<file path="config.mk">
export PLATFORM = sky130hd
export DESIGN_NAME = hazard_controller
export DESIGN_NICKNAME = d
export VERILOG_FILES = /design/src/rtl/hazard_controller.sv
export SDC_FILE = /design/constraint.sdc
export NUM_CORES = 1
export LEC_CHECK = 0
export BUFFER_PORTS_ARGS = -buffer_cell sky130_fd_sc_hd__buf_4
export CAP_MARGIN = 15
export CORE_ASPECT_RATIO = 0.6
export CORE_MARGIN = 10
export CORE_UTILIZATION = 42
export CTS_CLUSTER_DIAMETER = 120
export DETAILED_ROUTE_END_ITERATION = 10
export PLACE_DENSITY = 0.9
export SYNTH_ARGS = -nofsm -noshare
export SYNTH_HDL_FRONTEND = slang
export SYNTH_SLANG_ARGS = --single-unit
</file>
<file path="constraint.sdc">
create_clock -name clk -period 2.25 [get_ports clk]
set_clock_uncertainty 0.1 [all_clocks]
set_input_delay 0.45 -clock clk [delete_from_list [all_inputs] [get_ports clk]]
set_output_delay 0.45 -clock clk [all_outputs]
set_load 0.1 [all_outputs]
</file>
<file path="src/rtl/hazard_controller.sv">
`default_nettype none
// ============================================================================
// Module   : hazard_controller
// Purpose  : Pipeline sequencing controller for the 5-stage RV32 core.
//            Each cycle it decides stall (hold) and flush (bubble) controls
//            for the PC and the IF/ID, ID/EX, EX/MEM and MEM/WB registers.
//            The hazard sources are data-memory wait states, multi-cycle
//            mul/div, taken branches/jumps and load-use. They are resolved
//            in that fixed priority order.
// Revision : 1.0 - initial release
// ----------------------------------------------------------------------------
// Parameters
//   MD_TIMEOUT       : maximum MD_BUSY cycles before the mul/div is abandoned
//                      (legal 2..255)
// Ports
//   clk, rst         : core clock, asynchronous active-high reset
//   rs1_id, rs2_id   : source registers of the ID instruction
//   use_rs1_id/rs2_id: ID instruction really reads rs1 / rs2
//   rd_ex            : destination register of the EX instruction
//   mem_read_ex      : EX instruction is a load
//   branch_taken_ex  : EX branch/jump redirects the PC
//   md_start_ex      : EX instruction is a mul/div (pulse)
//   md_done          : mul/div result valid (pulse)
//   dmem_req_mem     : MEM instruction accesses data memory
//   dmem_ready       : data memory completes the access this cycle
//   stall_f/d/e/m    : hold PC, IF/ID, ID/EX, EX/MEM
//   flush_d/e/m/w    : bubble into IF/ID, ID/EX, EX/MEM, MEM/WB
//   md_timeout       : sticky flag, a mul/div exceeded MD_TIMEOUT
//   stall_cycles     : cycles with stall_f high (performance counter)
// Build option
//   HAZARD_CTRL_PERF_EN : when defined, stall_cycles is a saturating counter;
//                         otherwise it is tied to zero and has no flops.
// ============================================================================
module hazard_controller #(
    parameter int MD_TIMEOUT = 64
) (
    input  logic        clk,
    input  logic        rst,
    input  logic [4:0]  rs1_id,
    input  logic [4:0]  rs2_id,
    input  logic        use_rs1_id,
    input  logic        use_rs2_id,
    input  logic [4:0]  rd_ex,
    input  logic        mem_read_ex,
    input  logic        branch_taken_ex,
    input  logic        md_start_ex,
    input  logic        md_done,
    input  logic        dmem_req_mem,
    input  logic        dmem_ready,
    output logic        stall_f,
    output logic        stall_d,
    output logic        stall_e,
    output logic        stall_m,
    output logic        flush_d,
    output logic        flush_e,
    output logic        flush_m,
    output logic        flush_w,
    output logic        md_timeout,
    output logic [31:0] stall_cycles
);

    // Elaboration-time range check on the timeout parameter.
    if (MD_TIMEOUT < 2 || MD_TIMEOUT > 255) begin : g_md_timeout_range_err
        $error("hazard_controller: MD_TIMEOUT out of range 2..255");
    end

    // Counter value seen in the last MD_BUSY cycle allowed before abort.
    localparam logic [7:0] c_md_limit = 8'(MD_TIMEOUT - 1);

    typedef enum logic [0:0] {
        ST_RUN     = 1'b0,
        ST_MD_BUSY = 1'b1
    } state_t;

    state_t     state_q, state_d;
    logic [7:0] md_cnt_q, md_cnt_d;
    logic       md_timeout_q, md_timeout_d;

    logic w_mem_wait;
    logic w_load_use;
    logic w_stall_f, w_stall_d, w_stall_e, w_stall_m;
    logic w_flush_d, w_flush_e, w_flush_m, w_flush_w;

    assign w_mem_wait = dmem_req_mem && !dmem_ready;

    // x0 is never a real dependency, so a load to x0 needs no bubble.
    assign w_load_use = mem_read_ex && (rd_ex != 5'd0) &&
                        ((use_rs1_id && (rs1_id == rd_ex)) ||
                         (use_rs2_id && (rs2_id == rd_ex)));

    // ------------------------------------------------------------------------
    // State register, mul/div watchdog counter and sticky timeout flag
    // ------------------------------------------------------------------------
    always_ff @(posedge clk or posedge rst) begin
        if (rst) begin
            state_q      <= ST_RUN;
            md_cnt_q     <= 8'd0;
            md_timeout_q <= 1'b0;
        end else begin
            state_q      <= state_d;
            md_cnt_q     <= md_cnt_d;
            md_timeout_q <= md_timeout_d;
        end
    end

    // ------------------------------------------------------------------------
    // Next-state and output decode, highest-priority hazard first
    // ------------------------------------------------------------------------
    always_comb begin
        state_d      = state_q;
        md_cnt_d     = md_cnt_q;
        md_timeout_d = md_timeout_q;
        w_stall_f    = 1'b0;
        w_stall_d    = 1'b0;
        w_stall_e    = 1'b0;
        w_stall_m    = 1'b0;
        w_flush_d    = 1'b0;
        w_flush_e    = 1'b0;
        w_flush_m    = 1'b0;
        w_flush_w    = 1'b0;

        if (w_mem_wait) begin
            // Freeze everything up to MEM; WB gets a bubble. The FSM and the
            // watchdog hold so a wait simply lengthens a mul/div stall.
            w_stall_f = 1'b1;
            w_stall_d = 1'b1;
            w_stall_e = 1'b1;
            w_stall_m = 1'b1;
            w_flush_w = 1'b1;
        end else if (state_q == ST_MD_BUSY) begin
            md_cnt_d = md_cnt_q + 8'd1;
            if (md_done) begin
                // Release in the done cycle so EX/MEM captures the result.
                state_d = ST_RUN;
            end else begin
                w_stall_f = 1'b1;
                w_stall_d = 1'b1;
                w_stall_e = 1'b1;
                w_flush_m = 1'b1;
                if (md_cnt_q == c_md_limit) begin
                    state_d      = ST_RUN;
                    md_timeout_d = 1'b1;
                end
            end
        end else if (md_start_ex) begin
            // A result already valid in the start cycle needs no stall.
            if (!md_done) begin
                w_stall_f = 1'b1;
                w_stall_d = 1'b1;
                w_stall_e = 1'b1;
                w_flush_m = 1'b1;
                state_d   = ST_MD_BUSY;
                md_cnt_d  = 8'd0;
            end
        end else if (branch_taken_ex) begin
            w_flush_d = 1'b1;
            w_flush_e = 1'b1;
        end else if (w_load_use) begin
            w_stall_f = 1'b1;
            w_stall_d = 1'b1;
            w_flush_e = 1'b1;
        end
    end

    // While reset is held the inputs may carry stale values from the rest of
    // the core; force all controls low so the pipeline sees a clean reset.
    assign stall_f    = w_stall_f & ~rst;
    assign stall_d    = w_stall_d & ~rst;
    assign stall_e    = w_stall_e & ~rst;
    assign stall_m    = w_stall_m & ~rst;
    assign flush_d    = w_flush_d & ~rst;
    assign flush_e    = w_flush_e & ~rst;
    assign flush_m    = w_flush_m & ~rst;
    assign flush_w    = w_flush_w & ~rst;
    assign md_timeout = md_timeout_q;

    // ------------------------------------------------------------------------
    // Optional stall performance counter
    // ------------------------------------------------------------------------
`ifdef HAZARD_CTRL_PERF_EN
    logic [31:0] stall_cycles_q;

    always_ff @(posedge clk or posedge rst) begin
        if (rst) begin
            stall_cycles_q <= 32'd0;
        end else if (stall_f && (stall_cycles_q != 32'hFFFF_FFFF)) begin
            stall_cycles_q <= stall_cycles_q + 32'd1;
        end
    end

    assign stall_cycles = stall_cycles_q;
`else
    assign stall_cycles = 32'd0;
`endif

endmodule
`default_nettype wire

</file>
Word-level counts from Yosys, hierarchy flattened
Cells that the tools add are included.

Bits in registers: 10. Input bits: 25. Output and inout bits: 41. Word-level logic and storage cells: 53.

$add $sub $neg: 1. Eq/ne operators: 4. Mux-type cells: 25. Bitwise logic cells: 9. Reductions and logical operators: 11.

Operators with widths (count): two-way mux 8 bit (3); two-way mux 1 bit (22); == test 5 bit (2); adder 8 x 1 -> 8 bit, second input constant (1); == test 8 x 6 -> 1 bit, second input constant (1); bitwise AND 1 bit (6); logical AND 1 bit (5); nonzero test 5 bit (1); AND reduction 4 bit (1); NOT 1 bit (3); AND reduction 3 bit (1); != test 2 x 1 -> 1 bit, second input constant (1); nonzero test 2 bit (1); zero test 1 bit (1); logical OR 1 bit (1).

Logic depth before layout (Yosys ltp)
Depth after elaboration: 10. Gate-level depth with buffers: 5. Gate-level depth less buffers: 5.

Worst setup path before layout
No wires, ideal clock.

Kind: input-to-output. Start point: in dmem_ready. End point: out stall_f. Data arrival time: 3.734 ns. Required time: 1.700 ns. Path slack: -2.034 ns. Cell stages on the path: 5. Path buffers: 2. Cells stage by stage: nand2b_1 > buf_2 > a21oi_1 > o21bai_1 > buf_4.

Cells in the longest elaborated chain, start to end: 4.

RTL lines: start, declared (RTL line 49) `input logic dmem_ready,`; zero test 1 bit (RTL line 84) `assign w_mem_wait = dmem_req_mem && !dmem_ready;`; logical AND 1 bit (RTL line 84); two-way mux 1 bit; bitwise AND 1 bit; end, declared (RTL line 50) `output logic stall_f,`.

No other way between the ends.

Final worst setup path
Start point: in rd_ex[4]. End point: out stall_d.

Cells in the longest elaborated chain, start to end: 10. Elaborated cells between the ends (all ways): 14. Those cells by class: 2 x eq/ne; 5 x mux; 1 x bitwise; 6 x reduce/logical.

RTL lines: start, declared (RTL line 43) `input logic [4:0] rd_ex,`; == test 5 bit (on tied branches) (RTL line 88, 89); logical AND 1 bit (on tied branches) (RTL line 88, 89); logical OR 1 bit (RTL line 88) `((use_rs1_id && (rs1_id == rd_ex)) ||`; logical AND 1 bit * (RTL line 87) `assign w_load_use = mem_read_ex && (rd_ex != 5'd0) &&`; two-way mux 1 bit * (RTL line 158) `end else if (w_load_use) begin`; two-way mux 1 bit * (RTL line 155) `end else if (branch_taken_ex) begin`; two-way mux 1 bit * (RTL line 145) `end else if (md_start_ex) begin`; two-way mux 1 bit * (RTL line 130) `end else if (state_q == ST_MD_BUSY) begin`; two-way mux 1 bit * (RTL line 122) `if (w_mem_wait) begin`; bitwise AND 1 bit * (RTL line 168) `assign stall_d = w_stall_d & ~rst;`; end, declared (RTL line 51) `output logic stall_d,`.

Every way passes the cells marked *; elsewhere a longest branch is shown, timed or not.

==> key figures <==
Run status
  • Status: complete, no violations

Floorplanning
  • Placement Rows: 13
  • Die W: 83.1 um
  • IO Pins: 66
  • Die ar.: 0.00480 mm2
  • Starting Density: 0.453
  • Die Span Y: 57.8 um
  • Core ar.: 0.00221 mm2

STA
  • Final Critical Period: 2.22 ns
  • Final worst slack: 0.0295 ns
  • Setup_tns: 0 ns
  • RSZ-0062 raised after global routing: yes
  • Final Setup Violations: 0
  • Maximum clock frequency: 450 MHz
  • Max-slew violations: 0
  • Hold Vio Cnt, Final: 0
  • Minimum hold slack: 0.372 ns
  • Final period utilization: 0.987

Finish
  • Most common cell after layout, fill and taps aside: buf_4
  • ANT cells: 0
  • Layout cells sized above 1: 0.406
  • Most frequent cells in the layout: buf_4, conb_1, xor2_1
  • Util after Layout: 0.640
  • Nets: 182
  • Area of the multi-input gates: 718 um2
  • Area grow syn2layout: 41.2%
  • Fillers: 195
  • Sequential cell area: 251 um2

CTS
  • CTS root buffer: clkbuf_8
  • Max Root-Sink Buffers: 2
  • Worst-path clk slew: 0.04 ns
  • Number of H-tree levels: 1
  • Worst skew pair latency: 0.23 ns
  • CTS sink count: 10
  • CTS tree: done
  • Cts bufs inserted: 3

Setup path
  • WP buf/inv: 2
  • CP Capture Type: output port
  • CP max stage cell: or4_4
  • Crit path launch type: input port
  • Worst path required time: 1.70 ns
  • Critical-path maximum fanout: 3
  • Largest delay share family, worst path: simple AND/OR/NAND/NOR gates
  • Crit path DAT: 1.67 ns
  • Worst path cell trace: buf_6, or4_4, o21a_1, nand2_2, o21bai_4, buf_12
  • CP peak stage delay: 0.52 ns
  • Setup CP Type: input port to output port

Synth
  • Synth cell types: 32
  • Post-synth ARST share: 1.00
  • Yosys reg bits: 10
  • Post-synth top flop: dfrtp_1
  • Top post-synthesis cells by area: buf_4, dfrtp_1, xor2_1, nor2_1, o2111ai_1
  • Synth Instances: 115
  • Top cell type's share of synthesized area: 0.262
  • Synth Area per Inst: 8.71 um2
  • Cell area after synthesis: 0.00100 mm2
  • Post-synth EDFFs: 0
  • Register area share after synthesis: 0.250
  • Synth Warn #: 0
  • Synth area leader: buf_4

Drt
  • Residual DRC: 0
  • Routed vias: 874
  • DR iter-0 viols: 40
  • Avg WL per Cell: 16.9 um
  • Final wirelength: 3130 um
  • First drt pass iteration count: 4
  • Vias/cell: 4.72
  • Antenna-violating nets left: 0

Power and ir drop
  • Worst IR Drop VDD: 0.468 mV
  • Power density over the cells: 660 mW/mm2
  • Leakage power: 0.697 nW
  • Total Power: 0.000934 W

Place
  • Hpwl dp: 2580 um
  • Port-buffer cells: 33
  • Gpl congestion: 0.801
  • Place WS: -0.0670 ns

GRT
  • Global route overflow: 0
  • Largest net degree at the start of global routing: 13
  • Number of global-route vias before repair: 903
  • Total track usage: 0.116
  • Initial antenna violation count: 0
  • First-pass GRT wire length: 4670 um

Worst hold path
  • HP Class: register to register

Flow run
  • Number of max-cap violations: 0
power breakdown:
group | internal [W] | switching (W) | leakage, nW
clock network | 0.000124 | 0.0000666 | 0.0228
registers | 0.000209 | 0.0000292 | 0.134
logic | 0.000115 | 0.000390 | 0.540
total | 0.000448 | 0.000486 | 0.697
path summary, 6_finish.rpt:
check	startpoint	endpoint	slack (ns)	depth (start not counted)
hold reg to reg	md_timeout	md_timeout	0.37	1
hold / removal	md_timeout	md_timeout	0.37	1
setup reg to reg	md_cnt_q[0]	state_q	0.75	5
min in group asynchronous	rst	md_cnt_q[1]	0.40	4
setup / recovery	rd_ex[4]	stall_d	0.03	6
max in group asynchronous	rst	state_q	1.34	4
Yosys cell counts, types with 2 or more instances:
master / number
and2_1: 3
o211ai_1: 2
o21bai_1: 2
and3_1: 3
buf_4: 35
xnor2_1: 2
nand2_1: 4
nor2_1: 10
o21ai_0: 3
dfrtp_1: 10
xor2_1: 14
nor4_1: 4
o2111ai_1: 4
area by class of cell:
cell class / instances / share of cell area
multi-input combinational: 99 / 0.508
sequential: 10 / 0.178
timing repair buffer: 41 / 0.254
clock buffer: 4 / 0.0318
tap: 30 / 0.0265
inverter: 1 / 0.00265
sequential cells by signal, indices dropped and copies added, names as in the netlist:
signal and cells:
md_cnt_q 8, md_timeout 1, state_q 1
metal layers:
metal  vias up  global-route usage  routed length, um  part of all wire
met5         -                   0                  0                 0
met4         0              0.0411                 81             0.026
met3        10              0.0488                283             0.090
met2        47               0.207               1720              0.55
met1       408               0.123               1050              0.33
li1        409                   -                  -                 -
through the flow:
stage,cells,area [um2]
5_1_grt,185,1420
6_report,185,1420
2_1_floorplan,146,1210
3_5_place_dp,181,1270
3_3_place_gp,181,1270
4_1_cts,185,1330
repair_timing:
action | CTS | global route
endpoints found under the hold margin | 0 | 0
hold buffers | 0 | 0
buffers inserted | 0 | 0
gates resized for setup | 3 | 19
pin swaps | 0 | 8
endpoints found under the setup margin | 3 | 3
logic make-up after synthesis:
kind of cell / Yosys count / share of synthesized area
buf+inv: 37 / 0.271
simple gates: 32 / 0.187
other cells: 1 / 0.00374
flops: 10 / 0.250
xor+xnor: 16 / 0.140
compound gates: 18 / 0.136
fa+ha+maj: 1 / 0.0125
No activity file was read; power rests on OpenSTA's default activity.
